--- src/rtl/lfsr_pkg.sv ---
`default_nettype none
// ----------------------------------------------------------------------------
// Module : lfsr_pkg
// Brief  : Shared constants and helpers for the Fibonacci LFSR: the legal
//          widths, the fallback seed and the maximal-length tap masks.
// Rev    : 1.0  initial release
// ----------------------------------------------------------------------------
package lfsr_pkg;

  // Fallback seed, substituted when an all-zero seed is presented in reset
  localparam logic [63:0] DEFAULT_SEED_64 = 64'h1;

  // Widths for which a maximal-length tap set is provided
  localparam int NUM_LEGAL_WIDTHS = 5;
  localparam int LEGAL_WIDTHS [NUM_LEGAL_WIDTHS] = '{4, 8, 16, 32, 64};

  // True when the width has a tap set in tap_mask()
  function automatic bit is_legal_width(input int width);
    bit ok;
    ok = 1'b0;
    for (int i = 0; i < NUM_LEGAL_WIDTHS; i++) begin
      if (LEGAL_WIDTHS[i] == width) ok = 1'b1;
    end
    return ok;
  endfunction

  // Tap positions as a mask: tap n (1-based) sets bit n-1
  function automatic logic [63:0] tap_mask(input int width);
    logic [63:0] m;
    m = '0;
    case (width)
      4:       begin m[3]  = 1'b1; m[2]  = 1'b1;                              end
      8:       begin m[7]  = 1'b1; m[5]  = 1'b1; m[4]  = 1'b1; m[3]  = 1'b1; end
      16:      begin m[15] = 1'b1; m[14] = 1'b1; m[12] = 1'b1; m[3]  = 1'b1; end
      32:      begin m[31] = 1'b1; m[21] = 1'b1; m[1]  = 1'b1; m[0]  = 1'b1; end
      64:      begin m[63] = 1'b1; m[62] = 1'b1; m[60] = 1'b1; m[59] = 1'b1; end
      default: m = '0;
    endcase
    return m;
  endfunction

endpackage : lfsr_pkg
`default_nettype wire

--- src/rtl/lfsr.sv ---
`default_nettype none
// ----------------------------------------------------------------------------
// Module : lfsr
// Brief  : Fibonacci LFSR with maximal-length feedback and selectable width.
//          Seed is loaded while reset is high (zero seed replaced by
//          DEFAULT_SEED); the register free-runs otherwise.
// Rev    : 1.0  initial release
// ----------------------------------------------------------------------------
module lfsr
  import lfsr_pkg::*;
#(
  parameter int               WIDTH        = 64,
  parameter logic [WIDTH-1:0] DEFAULT_SEED = DEFAULT_SEED_64[WIDTH-1:0]
) (
  input  logic             clk,
  input  logic             reset,
  input  logic [WIDTH-1:0] seed,
  output logic [WIDTH-1:0] shift_seed
);

  localparam logic [63:0]      C_TAP_MASK_FULL = tap_mask(WIDTH);
  localparam logic [WIDTH-1:0] C_TAP_MASK      = C_TAP_MASK_FULL[WIDTH-1:0];

  // Reject widths without a tap set and a zero fallback seed at elaboration
  if (!is_legal_width(WIDTH)) begin : g_bad_width
    $error("lfsr: WIDTH=%0d is not one of 4, 8, 16, 32, 64", WIDTH);
  end
  if (DEFAULT_SEED == '0) begin : g_bad_default_seed
    $error("lfsr: DEFAULT_SEED must be nonzero");
  end

  logic [WIDTH-1:0] r_state;
  logic             w_fb;
  logic [WIDTH-1:0] w_load;

  // Feedback bit and the value loaded under reset
  always_comb begin
    w_fb   = ^(r_state & C_TAP_MASK);
    w_load = (seed != '0) ? seed : DEFAULT_SEED;
  end

  // State register: reload under reset, otherwise shift left inserting feedback
  always_ff @(posedge clk) begin
    if (reset) begin
      r_state <= w_load;
    end else begin
      r_state <= {r_state[WIDTH-2:0], w_fb};
    end
  end

  assign shift_seed = r_state;

endmodule : lfsr
`default_nettype wire

--- config.mk ---
export PLATFORM = sky130hd
export DESIGN_NAME = lfsr
export DESIGN_NICKNAME = d
export VERILOG_FILES = /design/src/rtl/lfsr_pkg.sv /design/src/rtl/lfsr.sv
export SDC_FILE = /design/constraint.sdc
export NUM_CORES = 1
export LEC_CHECK = 0
export CAP_MARGIN = 0
export CORE_MARGIN = 1.5
export CORE_UTILIZATION = 35
export DETAILED_ROUTE_END_ITERATION = 12
export GPL_ROUTABILITY_DRIVEN = 0
export PLACE_DENSITY = 0.84
export SKIP_CTS_REPAIR_TIMING = 1
export SYNTH_ARGS = -nofsm -noshare
export SYNTH_HDL_FRONTEND = slang
export SYNTH_SLANG_ARGS = --single-unit
--- constraint.sdc ---
create_clock -name clk -period 1.36 [get_ports clk]
set_input_delay 0.136 -clock clk [delete_from_list [all_inputs] [get_ports clk]]
set_output_delay 0.136 -clock clk [all_outputs]
set_load 0.03 [all_outputs]
### After elaboration in Yosys (flattened, before gate mapping)

Index checks and enable logic that the tools add are counted.

| word-level totals | value |
|---|---|
| bits in writable memories | 0 |
| bits in latches | 0 |
| bits in registers | 64 |
| bits in read-only memories | 0 |
| memories | 0 |
| word-level logic and storage cells | 5 |
| input bits | 66 |

| operators by class | value |
|---|---|
| multiplexer cells | 2 |
| equality and inequality tests | 0 |
| multipliers | 0 |
| divide/modulo/power cells | 0 |
| $lt $le $gt $ge | 0 |
| $add $sub $neg | 0 |
| reduce and logical (&&, ||, !) cells | 2 |
| shift operators | 0 |
| bitwise logic cells | 0 |

Operators by type and width:

| cell | number |
|---|---|
| 64-bit two-way mux | 2 |
| 64-bit nonzero test | 1 |
| 64-bit parity | 1 |

### Longest topological paths before layout

| depth | value |
|---|---|
| word-level depth | 3 |
| depth in mapped cells | 4 |
| depth with buffers taken out | 4 |

### Worst setup path before layout

No wires, ideal clock.

| timing | value |
|---|---|
| kind | input-to-reg |
| start point | input seed[57] |
| end point | register r_state[0], in the netlist shift_seed[0] |
| setup time | 0.074 ns |
| data arrival time | 1.139 ns |
| cell stages on the path | 4 |
| buffers on the path | 0 |
| setup slack | 0.146 ns |
| cells stage by stage | nor4_1 -> nand4_1 -> or4_1 -> a31oi_1 |

| on the way | value |
|---|---|
| longest elaborated chain between the ends | 3 |

RTL lines:

| what | RTL line | RTL |
|---|---|---|
| from (decl) | lfsr.sv:17 | `input logic [WIDTH-1:0] seed,` |
| 64-bit nonzero test | lfsr.sv:39 | `w_load = (seed != '0) ? seed : DEFAULT_SEED;` |
| 64-bit two-way mux | lfsr.sv:39 |  |
| 64-bit two-way mux | lfsr.sv:44 | `if (reset) begin` |
| to (signal assigned) | lfsr.sv:45 | `r_state <= w_load;` |
| to (signal assigned) | lfsr.sv:47 | `r_state <= {r_state[WIDTH-2:0], w_fb};` |
| to (decl) | lfsr.sv:32 | `logic [WIDTH-1:0] r_state;` |

Every way passes these cells.

### Worst setup path after layout

| timing | value |
|---|---|
| start point | input seed[56] |
| end point | register r_state[0], in the netlist shift_seed[0] |

The elaborated chain is that of the path after synthesis.

==> results.toml <==
[outcome]
outcome = "complete, but fails checks"
violations = "setup timing"

[floorplan]
die_w_um = 82.3
fp.dieH_um = 82.3
initial_utilization_pct = 36.8
rows = 28
coreArea_sq_um = 5990
die-area_sq_um = 6780
num_io_pins = 130

[logic_synthesis]
synth_seq_cells = 64
ys_seq_area_share_pct = 58.2
avgSynthCellArea_sq_um = 13.7
ys_warn_count = 0
synth_cells = 161
synth_cell_types = 13
syn_area_sq_um = 2200
synth_nets = 227

[layout]
nNetsFinal = 376
final_cell_mix = "67 x dlymetal6s2s_1, 64 x dfxtp_1, 63 x mux2_2"
fin_area_sq_um = 4120
drive_gt1_share_pct = 33.1
mostFrequentLayoutCell = "dlymetal6s2s_1"
largest_reg_flops = 64
utilization_pct = 68.7
final_cell_count_no_fill = 389
area_growth_syn_to_layout_pct = 86.9
antennaDiodeCount = 0

[setup_path]
crit_path_cell_trace = "clkdlybuf4s50_1, nor4_2, nand4_1, or4_4, a31oi_1"
slowest_delay_ns = 0.55
r2r_cells = 4
slowest_stage = "or4_4"
crit_type = "primary input to register"
start_kind = "primary input"
worst-path-max-fanout = 2
critical_path.top_delay_family = "simple AND/OR/NAND/NOR gates"
endpoint_kind = "register"
cp_num_cells = 5
worst-path-buf-inv = 1
critPathRequiredTime_ns = 1.61
critPathArrivalTime_ns = 1.78

[sta]
max_slew_margin_pct = 76.0
fin_crit_ns = 1.53
drv_slew = 0
fmax_mhz = 653
period_share_pct = 113
setup_viol = 1
fin_skew_ns = 0.00565
worst_slew_pin_slew_ns = 0.360
final-hold-violation-count = 0
fin_ws_ns = -0.172
rsz0062_at_grt = "yes"

[worst_hold_path]
hold_depth = 2
hold_path_class = "primary input to register"

[global_route]
antenna_found_initial = 0
grt_pass1_vias = 1941
grt_pass1_wl_um = 8940
grt.total_usage_pct = 18.0
grt_overflow = 0
grt_max_degree = 34

[clocking]
cts_buffers = 9
cts_htree_levels = 3
cts_root_buf = "clkbuf_8"
cts_buffer_depth = 2
cts_tree = "built"
clkTransAtPathRegs_ns = 0.07
clk_latency_ns = 0.32
cts.sinks = 64

[routing]
dr.pass1.iters = 2
wire_per_inst_um = 16.4
ant_nets = 0
vias = 1867
drc_errors = 0
vias_per_cell = 4.80
routed_wl_um = 6380
drtIter0Drc = 17

[place]
placed_cells = 374
place_hpwl_um = 4630
place_area_sq_um = 3690
port_buffers = 129

[pwr]
power.leakage_uw = 0.00214
ir_worst_vdd_mv = 0.758
pwr_density_cell_nw_per_um2 = 1260

[job]
drv_cap = 0
[synth_stat cells (all sizes together)]
library cell / n / share of area [%]
xnor2: 2 / 0.80
nor2: 1 / 0.17
or4: 1 / 0.34
dfxtp: 64 / 58
a31oi: 1 / 0.28
xor2: 1 / 0.40
clkbuf: 2 / 0.34
buf: 5 / 1.1
inv: 1 / 0.17
nor4: 16 / 4.8
mux2: 63 / 32
nand4: 4 / 1.1
[worst reg2reg max path, cell delays in order, from the launching register on]
cell and delay, ns:
dfxtp_1 0.38, xor2_1 0.21, xnor2_1 0.14, nor2_1 0.05, a31oi_1 0.13
[through the flow]
stage | setup WS, ns | hold slack [ns] | setup TNS, ns | total power [uW]
floorplan | 0.146 | 0.282 | 0 | 2890
global placement | -0.634 | 0.462 | -0.634 | 3580
detailed placement | -0.628 | 0.467 | -0.628 | 3610
CTS | -0.284 | 0.288 | -8.96 | 5290
global route | -0.227 | 0.112 | -0.227 | 5430
finish | -0.172 | 0.118 | -0.172 | 5180
[report_power, final]
part / internal (uW) / switching (uW) / total, uW / leakage [uW]
sequential: 2080 / 102 / 2190 / 0.000540
clock: 981 / 666 / 1650 / 0.000108
combinational: 682 / 669 / 1350 / 0.00149
total: 3750 / 1440 / 5180 / 0.00214
[layout make-up]
type | count | area (sq um)
Tap cell | 75 | 93.8
Clock inverter | 3 | 40.0
Inverter | 1 | 3.75
Sequential cell | 64 | 1280
Fill cell | 447 | 1880
Clock buffer | 12 | 165
Timing Repair Buffer | 145 | 1600
Multi-Input combinational cell | 89 | 932
[per-layer routing]
layer  track usage (%)  wire length, um
met5                 0                0
met4              8.64              114
met3              6.81              592
met1              18.9             2430
met2              31.3             3250
[cells by family after synthesis]
kind of cell	share of synthesized area [%]
DFF	58.2
muxes	32.2
xor gates and xnor gates	1.19
and+or+nand+nor	6.48
buffers and inverters	1.65
AOI/OAI and AO/OA	0.284
[path summary, 6_finish.rpt]
kind | from | end | slack, ns
setup / recovery | seed[56] | shift_seed[0]$_DFF_P_ | -0.17
hold / removal | seed[28] | shift_seed[28]$_DFF_P_ | 0.12
setup reg to reg | shift_seed[62]$_DFF_P_ | shift_seed[0]$_DFF_P_ | 0.38
hold reg to reg | shift_seed[48]$_DFF_P_ | shift_seed[49]$_DFF_P_ | 0.47
No activity file was read; power rests on OpenSTA's default activity.
